--- config.mk ---
export PLATFORM = sky130hd
export DESIGN_NAME = dram_arbiter
export DESIGN_NICKNAME = d
export VERILOG_FILES = /design/src/rtl/dram_arbiter.sv
export SDC_FILE = /design/constraint.sdc
export NUM_CORES = 1
export LEC_CHECK = 0
export CAP_MARGIN = 10
export CORE_MARGIN = 3
export CORE_UTILIZATION = 24
export DETAILED_ROUTE_END_ITERATION = 12
export GPL_TIMING_DRIVEN = 0
export MAX_ROUTING_LAYER = met4
export PLACE_DENSITY_LB_ADDON = 0.12
export SLEW_MARGIN = 20
export SYNTH_ARGS = -nofsm -noshare
export SYNTH_HDL_FRONTEND = slang
export SYNTH_SLANG_ARGS = --single-unit
--- constraint.sdc ---
create_clock -name clk -period 3 [get_ports clk]
set_input_delay 0.6 -clock clk [delete_from_list [all_inputs] [get_ports clk]]
set_output_delay 0.6 -clock clk [all_outputs]
set_load 0.01 [all_outputs]
--- src/rtl/dram_arbiter.sv ---
// Two-port arbiter for the single-port data RAM: CPU has priority,
// DMA is forced through after MAX_WAIT denied cycles.
module dram_arbiter #(
    parameter int ADDR_W   = 16,
    parameter int DATA_W   = 16,
    parameter int MAX_WAIT = 8
) (
    input  logic              clk,
    input  logic              reset,
    input  logic              cpu_req,
    input  logic              cpu_we,
    input  logic [ADDR_W-1:0] cpu_addr,
    input  logic [DATA_W-1:0] cpu_wdata,
    output logic              cpu_stall,
    output logic [DATA_W-1:0] cpu_rdata,
    output logic              cpu_rvalid,
    input  logic              dma_req,
    input  logic              dma_we,
    input  logic [ADDR_W-1:0] dma_addr,
    input  logic [DATA_W-1:0] dma_wdata,
    output logic              dma_gnt,
    output logic [DATA_W-1:0] dma_rdata,
    output logic              dma_rvalid,
    output logic [ADDR_W-1:0] ram_addr,
    output logic [DATA_W-1:0] ram_data,
    output logic              ram_wren,
    input  logic [DATA_W-1:0] ram_q
);

    typedef enum logic [1:0] {
        OWN_NONE,
        OWN_CPU,
        OWN_DMA
    } owner_e;

    localparam logic [7:0] WAIT_MAX = 8'(MAX_WAIT);

    logic [7:0] wait_cnt_q, wait_cnt_d;
    owner_e     rd_owner_q, rd_owner_d;
    logic       force_dma;
    logic       gnt_cpu;
    logic       gnt_dma;

    // No grant at all while reset is high.
    always_comb begin
        force_dma = dma_req && (wait_cnt_q == WAIT_MAX);
        gnt_dma   = !reset && (force_dma || (!cpu_req && dma_req));
        gnt_cpu   = !reset && cpu_req && !force_dma;
    end

    always_comb begin
        ram_addr = '0;
        ram_data = '0;
        ram_wren = 1'b0;
        if (gnt_dma) begin
            ram_addr = dma_addr;
            ram_data = dma_wdata;
            ram_wren = dma_we;
        end else if (gnt_cpu) begin
            ram_addr = cpu_addr;
            ram_data = cpu_wdata;
            ram_wren = cpu_we;
        end
    end

    always_comb begin
        wait_cnt_d = wait_cnt_q;
        if (!dma_req || gnt_dma) begin
            wait_cnt_d = '0;
        end else if (wait_cnt_q != WAIT_MAX) begin
            wait_cnt_d = wait_cnt_q + 8'd1;
        end
    end

    always_comb begin
        rd_owner_d = OWN_NONE;
        if (gnt_dma && !dma_we) begin
            rd_owner_d = OWN_DMA;
        end else if (gnt_cpu && !cpu_we) begin
            rd_owner_d = OWN_CPU;
        end
    end

    always_ff @(posedge clk) begin
        if (reset) begin
            wait_cnt_q <= '0;
            rd_owner_q <= OWN_NONE;
        end else begin
            wait_cnt_q <= wait_cnt_d;
            rd_owner_q <= rd_owner_d;
        end
    end

    always_comb begin
        cpu_stall  = cpu_req && gnt_dma;
        dma_gnt    = gnt_dma;
        cpu_rvalid = (rd_owner_q == OWN_CPU);
        dma_rvalid = (rd_owner_q == OWN_DMA);
        cpu_rdata  = cpu_rvalid ? ram_q : '0;
        dma_rdata  = dma_rvalid ? ram_q : '0;
    end

endmodule
# Yosys cells after proc, flatten, opt, wreduce, memory -nomap -nowiden
# Index checks and enable logic that the tools add are counted.
# W data, S select, Z words.
dict set report op_classes {
  addsub 1
  eq_ne 4
  n_mux 10
  n_reduce_logical 18
}
# operator n
set ops {}
lappend ops {{$mux W16} 6}
lappend ops {{$add A8 B1 Y8 const B} 1}
lappend ops {{$eq A8 B4 Y1 const B} 1}
lappend ops {{$logic_and A1 B1 Y1} 8}
lappend ops {{$ne A8 B4 Y1 const B} 1}
lappend ops {{$logic_not A1 Y1} 6}
lappend ops {{$reduce_or A2 Y1} 2}
lappend ops {{$mux W1} 3}
lappend ops {{$eq A2 B1 Y1 const B} 1}
lappend ops {{$eq A2 B2 Y1 const B} 1}
lappend ops {{$logic_or A1 B1 Y1} 2}
lappend ops {{$mux W2} 1}
dict set report word_totals {
  input_bits 86
  reg_bits 10
  output_inout_bits 69
  word_cells 36
}

# Depth between registers and ports, before layout
dict set report logic_depth {
  word_depth 7
  ltp_mapped 7
  mapped_depth_nobuf 5
}

# Least setup slack after synthesis
# Ideal clock, no wire load.
dict set report synth_timing {
  kind {reg2out}
  startpoint {register wait_cnt_q[0]}
  endpoint {output port ram_addr[11]}
  required_time_ps 2400
  n_path_buf 2
  arrival_ps 1874
  path_slack_ps 526
  path_stages_with_launch 8
  path_cell_list {dfxtp_1 inv_1 ha_1 or4b_4 o41a_1 buf_6 buf_6 a32o_1}
}
dict set report synth_via {
  elab_chain_cells 6
  elab_cells_between_ends 8
  classes_between {eq/ne: 1; mux: 2; reduce/logical: 5}
}
# element line
set synth_lines {}
lappend synth_lines {{from (decl)} 38} ;# logic [7:0] wait_cnt_q, wait_cnt_d;
lappend synth_lines {{from (signal assigned)} 89} ;# wait_cnt_q <= wait_cnt_d;
lappend synth_lines {{$eq A8 B4 Y1 (*)} 46} ;# force_dma = dma_req && (wait_cnt_q == WAIT_MAX);
lappend synth_lines {{$logic_and A1 B1 Y1 (*)} 46}
lappend synth_lines {{$logic_not A1 Y1} 48} ;# gnt_cpu = !reset && cpu_req && !force_dma;
lappend synth_lines {{$logic_and A1 B1 Y1} 48}
lappend synth_lines {{$mux W16} 59} ;# end else if (gnt_cpu) begin
lappend synth_lines {{$mux W16 (*)} 55} ;# if (gnt_dma) begin
lappend synth_lines {{to (decl)} 24} ;# output logic [ADDR_W-1:0] ram_addr,
# Mark *: on every way between the ends. The rest lies on a longest branch, timed or not.

# Final worst setup path
dict set report layout_timing {
  startpoint {register wait_cnt_q[0]}
  endpoint {output port ram_data[8]}
}
dict set report layout_via {
  elab_chain_cells 6
  elab_cells_between_ends 8
  classes_between {eq/ne: 1; mux: 2; reduce/logical: 5}
}
# element line
set layout_lines {}
lappend layout_lines {{$eq A8 B4 Y1 (*)} 46}
lappend layout_lines {{$logic_and A1 B1 Y1 (*)} 46}
lappend layout_lines {{$logic_not A1 Y1} 48}
lappend layout_lines {{$logic_and A1 B1 Y1} 48}
lappend layout_lines {{$mux W16} 59}
lappend layout_lines {{$mux W16 (*)} 55}
lappend layout_lines {{to (decl)} 25} ;# output logic [DATA_W-1:0] ram_data,
# Marked as above.

==> flow_metrics.py <==
metrics = {
    "die": {
        "row_count": 23,
        "die_h_um": 73.7,
        "start_util_pct": 26.1,
        "core_area_um2": 4200,
        "dieWidth_um": 73.7,
        "ios": 155,
        "dieArea_um2": 5430,
    },
    "routing": {
        "wl_per_cell_um": 17.7,
        "met1Wirelength_mm": 2.42,
        "via_count": 1685,
        "avgViaCountPerCell": 4.91,
        "dr_wl_met3_um": 491,
        "firstDrtPassIters": 4,
        "drc": 0,
        "ant_nets": 0,
        "top_layer": "met4",
        "routed_wl_mm": 6.08,
        "drt-initial-drc-count": 125,
        "wl_met2_mm": 3.05,
    },
    "logic_synthesis": {
        "yosys.area_share.simple_pct": 31.3,
        "synth_edf_count": 0,
        "synth_area_leaders": "a32o_1 30%, and2_1 19%, dfxtp_1 18%, buf_6 4.1%, nor2b_1 2.8%",
        "synthXorXnorAreaFrac_pct": 2.39,
        "synth_adder_area_share_pct": 2.28,
        "synthMuxAreaShare_pct": 0,
        "synth-seq-cells": 10,
        "syn_area_um2": 1100,
        "synthFlopType": "dfxtp_1",
        "synth_top_cells_by_count": "33 x a32o_1, 33 x and2_1, 10 x dfxtp_1",
        "syn_area_per_cell_um2": 8.32,
        "synth_compound_area_share_pct": 36.6,
        "yosys_warnings": 0,
        "synth_top_family_by_area": "compound AO/OA/AOI/OAI gates",
        "synthArstFlopShare_pct": 0,
        "yosysSeqAreaShare_pct": 18.2,
        "yosys.cell_types.count": 25,
        "synth_cells": 132,
        "syn-num-nets": 220,
        "synth_top_area_share_pct": 30.1,
        "yosysTopAreaCell": "a32o_1",
    },
    "global_route": {
        "grt_pass1_wl_mm": 8.69,
        "antenna_found_initial": 0,
        "grt_pass1_vias": 1575,
        "grt_use_total_pct": 21.3,
        "grt_overflow": 0,
        "grt_max_degree": 11,
    },
    "sta": {
        "holdWs_ns": 0.466,
        "worstMarginPinSlew_ns": 0.985,
        "min_period_over_period_pct": 98.4,
        "skew_ns": 0.00113,
        "min_period_ns": 2.95,
        "maxSlewHeadroom_pct": 33.3,
        "rsz0062_at_grt": "true",
        "drv_slew": 0,
        "setup-violations-final": 0,
        "fmax_ghz": 0.339,
        "finalHoldViolCount": 0,
    },
    "critical_path": {
        "start_kind": "flop",
        "worstPathRequired_ns": 2.40,
        "path_buf_inv": 4,
        "path_delay_family": "compound AO/OA/AOI/OAI gates",
        "worstSetupPathType": "reg -> out",
        "crit_path_max_incr_delay_ns": 0.48,
        "cp_slowest_cell": "or4b_4",
        "worst_setup_path_end_kind": "output pin",
        "reg2reg_slack_ns": 0.88,
        "worstPathArrival_ns": 2.35,
        "rr_startpoint": "wait_cnt_q[0]",
        "reg2regPathDepth": 5,
        "critical_path.cell_chain": "inv_1 -> ha_1 -> or4b_4 -> o41a_1 -> buf_6 -> buf_6 -> a32o_1 -> clkdlybuf4s15_2",
        "startpoint": "wait_cnt_q[0]",
        "crit_top_cell": "buf_6",
        "r2r_end": "wait_cnt_q[3]",
        "crit_fanout": 10,
    },
    "cts": {
        "htreeDepth": 1,
        "cts.sinks": 10,
        "cts_made_buffers": 3,
        "root_buffer": "clkbuf_8",
        "clk_pin_slew_ns": 0.04,
        "worstSkewPairLatency_ns": 0.23,
        "cts_tree": "yes",
        "clk_path_buf_depth": 2,
    },
    "pwr": {
        "cellPowerDensity_nw_per_um2": 204,
        "ir_drop_v": 0.000288,
        "leakagePower_nw": 1.06,
        "total_power_uw": 545,
    },
    "final_layout": {
        "nets": 383,
        "fillerInstances": 386,
        "n_antenna_cell": 0,
        "area_growth_syn_to_layout_pct": 144,
        "drive_gt1_share_pct": 17.4,
        "seq_area_um2": 203,
        "multi_input_comb_area_um2": 797,
    },
    "placed_design": {
        "detailed_place_hpwl_mm": 5.16,
        "port_buffers": 154,
        "gp_congestion": 0.815,
    },
    "hold_path": {
        "hold_path_class": "reg -> reg",
        "min_to": "wait_cnt_q[0]",
        "hp-start": "wait_cnt_q[0]",
        "min_path_cells": 1,
    },
    "status": {
        "status": "complete, no violations",
    },
    "run": {
        "drv_cap": 0,
    },
}
-- per-stage QoR --
step / worst slack [ns] / cell area (um2) / TNS [ns] / cells / utilization, %
2_1_floorplan: 0.526 / 1100 / 0 / 132 / -
3_3_place_gp: -0.446 / 2700 / -9.48 / 336 / 64.3
3_5_place_dp: -0.431 / 2700 / -9.70 / 336 / 64.3
4_1_cts: 0.000197 / 2760 / 0 / 342 / 65.6
5_1_grt: -0.0499 / 2680 / -0.215 / 343 / 63.8
6_report: 0.0472 / 2680 / 0 / 343 / 63.8
-- routing by layer --
metal / GRT usage (%) / up-vias
met1: 25.2 / 753
li1: - / 841
met3: 5.34 / 12
met2: 36.1 / 79
met5: - / -
met4: 4.83 / 0
-- flip-flops by register name, summed over array words and instances, names as in the netlist --
register and flops:
rd_owner_q 2, wait_cnt_q 8
-- cell type report --
class / instances / area share, %
Timing Repair Buffer: 158 / 54.3
Multi-Input combinational cell: 104 / 29.8
Sequential cell: 10 / 7.57
Buffer: 13 / 3.78
Tap cell: 50 / 2.34
Clock buffer: 3 / 1.54
Inverter: 5 / 0.701
-- worst max-delay path by stage --
stage,depth (start not counted),end,slack [ns]
final,8,ram_data[8],0.05
after global routing,8,ram_data[8],-0.05
after CTS,8,ram_data[14],0.0002
after detailed placement,7,cpu_stall,-0.43
after global placement,7,cpu_stall,-0.45
after floorplan,7,ram_addr[11],0.53
-- cell usage in the layout, fill, tap and decap left out, types with 4 or more instances in the layout --
cell	n
and2_1	33
buf_2	12
buf_4	5
clkbuf_2	15
dlygate4sd2_1	5
nor2b_1	5
inv_1	5
dfxtp_1	8
a32o_1	33
buf_6	6
nor2_1	5
clkdlybuf4s50_1	119
nand3_1	4
clkdlybuf4s15_2	5
-- repair_timing --
action,in CTS,in global routing
resized for setup,101,17
pin swaps,2,1
buffers inserted,3,2
hold buffers,0,0
setup endpoints to repair,35,25
endpoints found under the hold margin,0,0
-- logic make-up (layout without fill, tap and decap cells) --
group,count (synthesis),after routing
compound gates,42,42
xor+xnor,3,3
fa+ha+maj,2,2
buf+inv,18,179
flops,10,10
simple gates,57,57
-- power by group --
group	switching (mW)	leakage [nW]	internal, mW
Sequential	0.00137	0.0818	0.135
Combinational	0.0963	0.956	0.177
Clock	0.0482	0.0216	0.0874
Note: power is estimated with default switching activity, not from simulation.
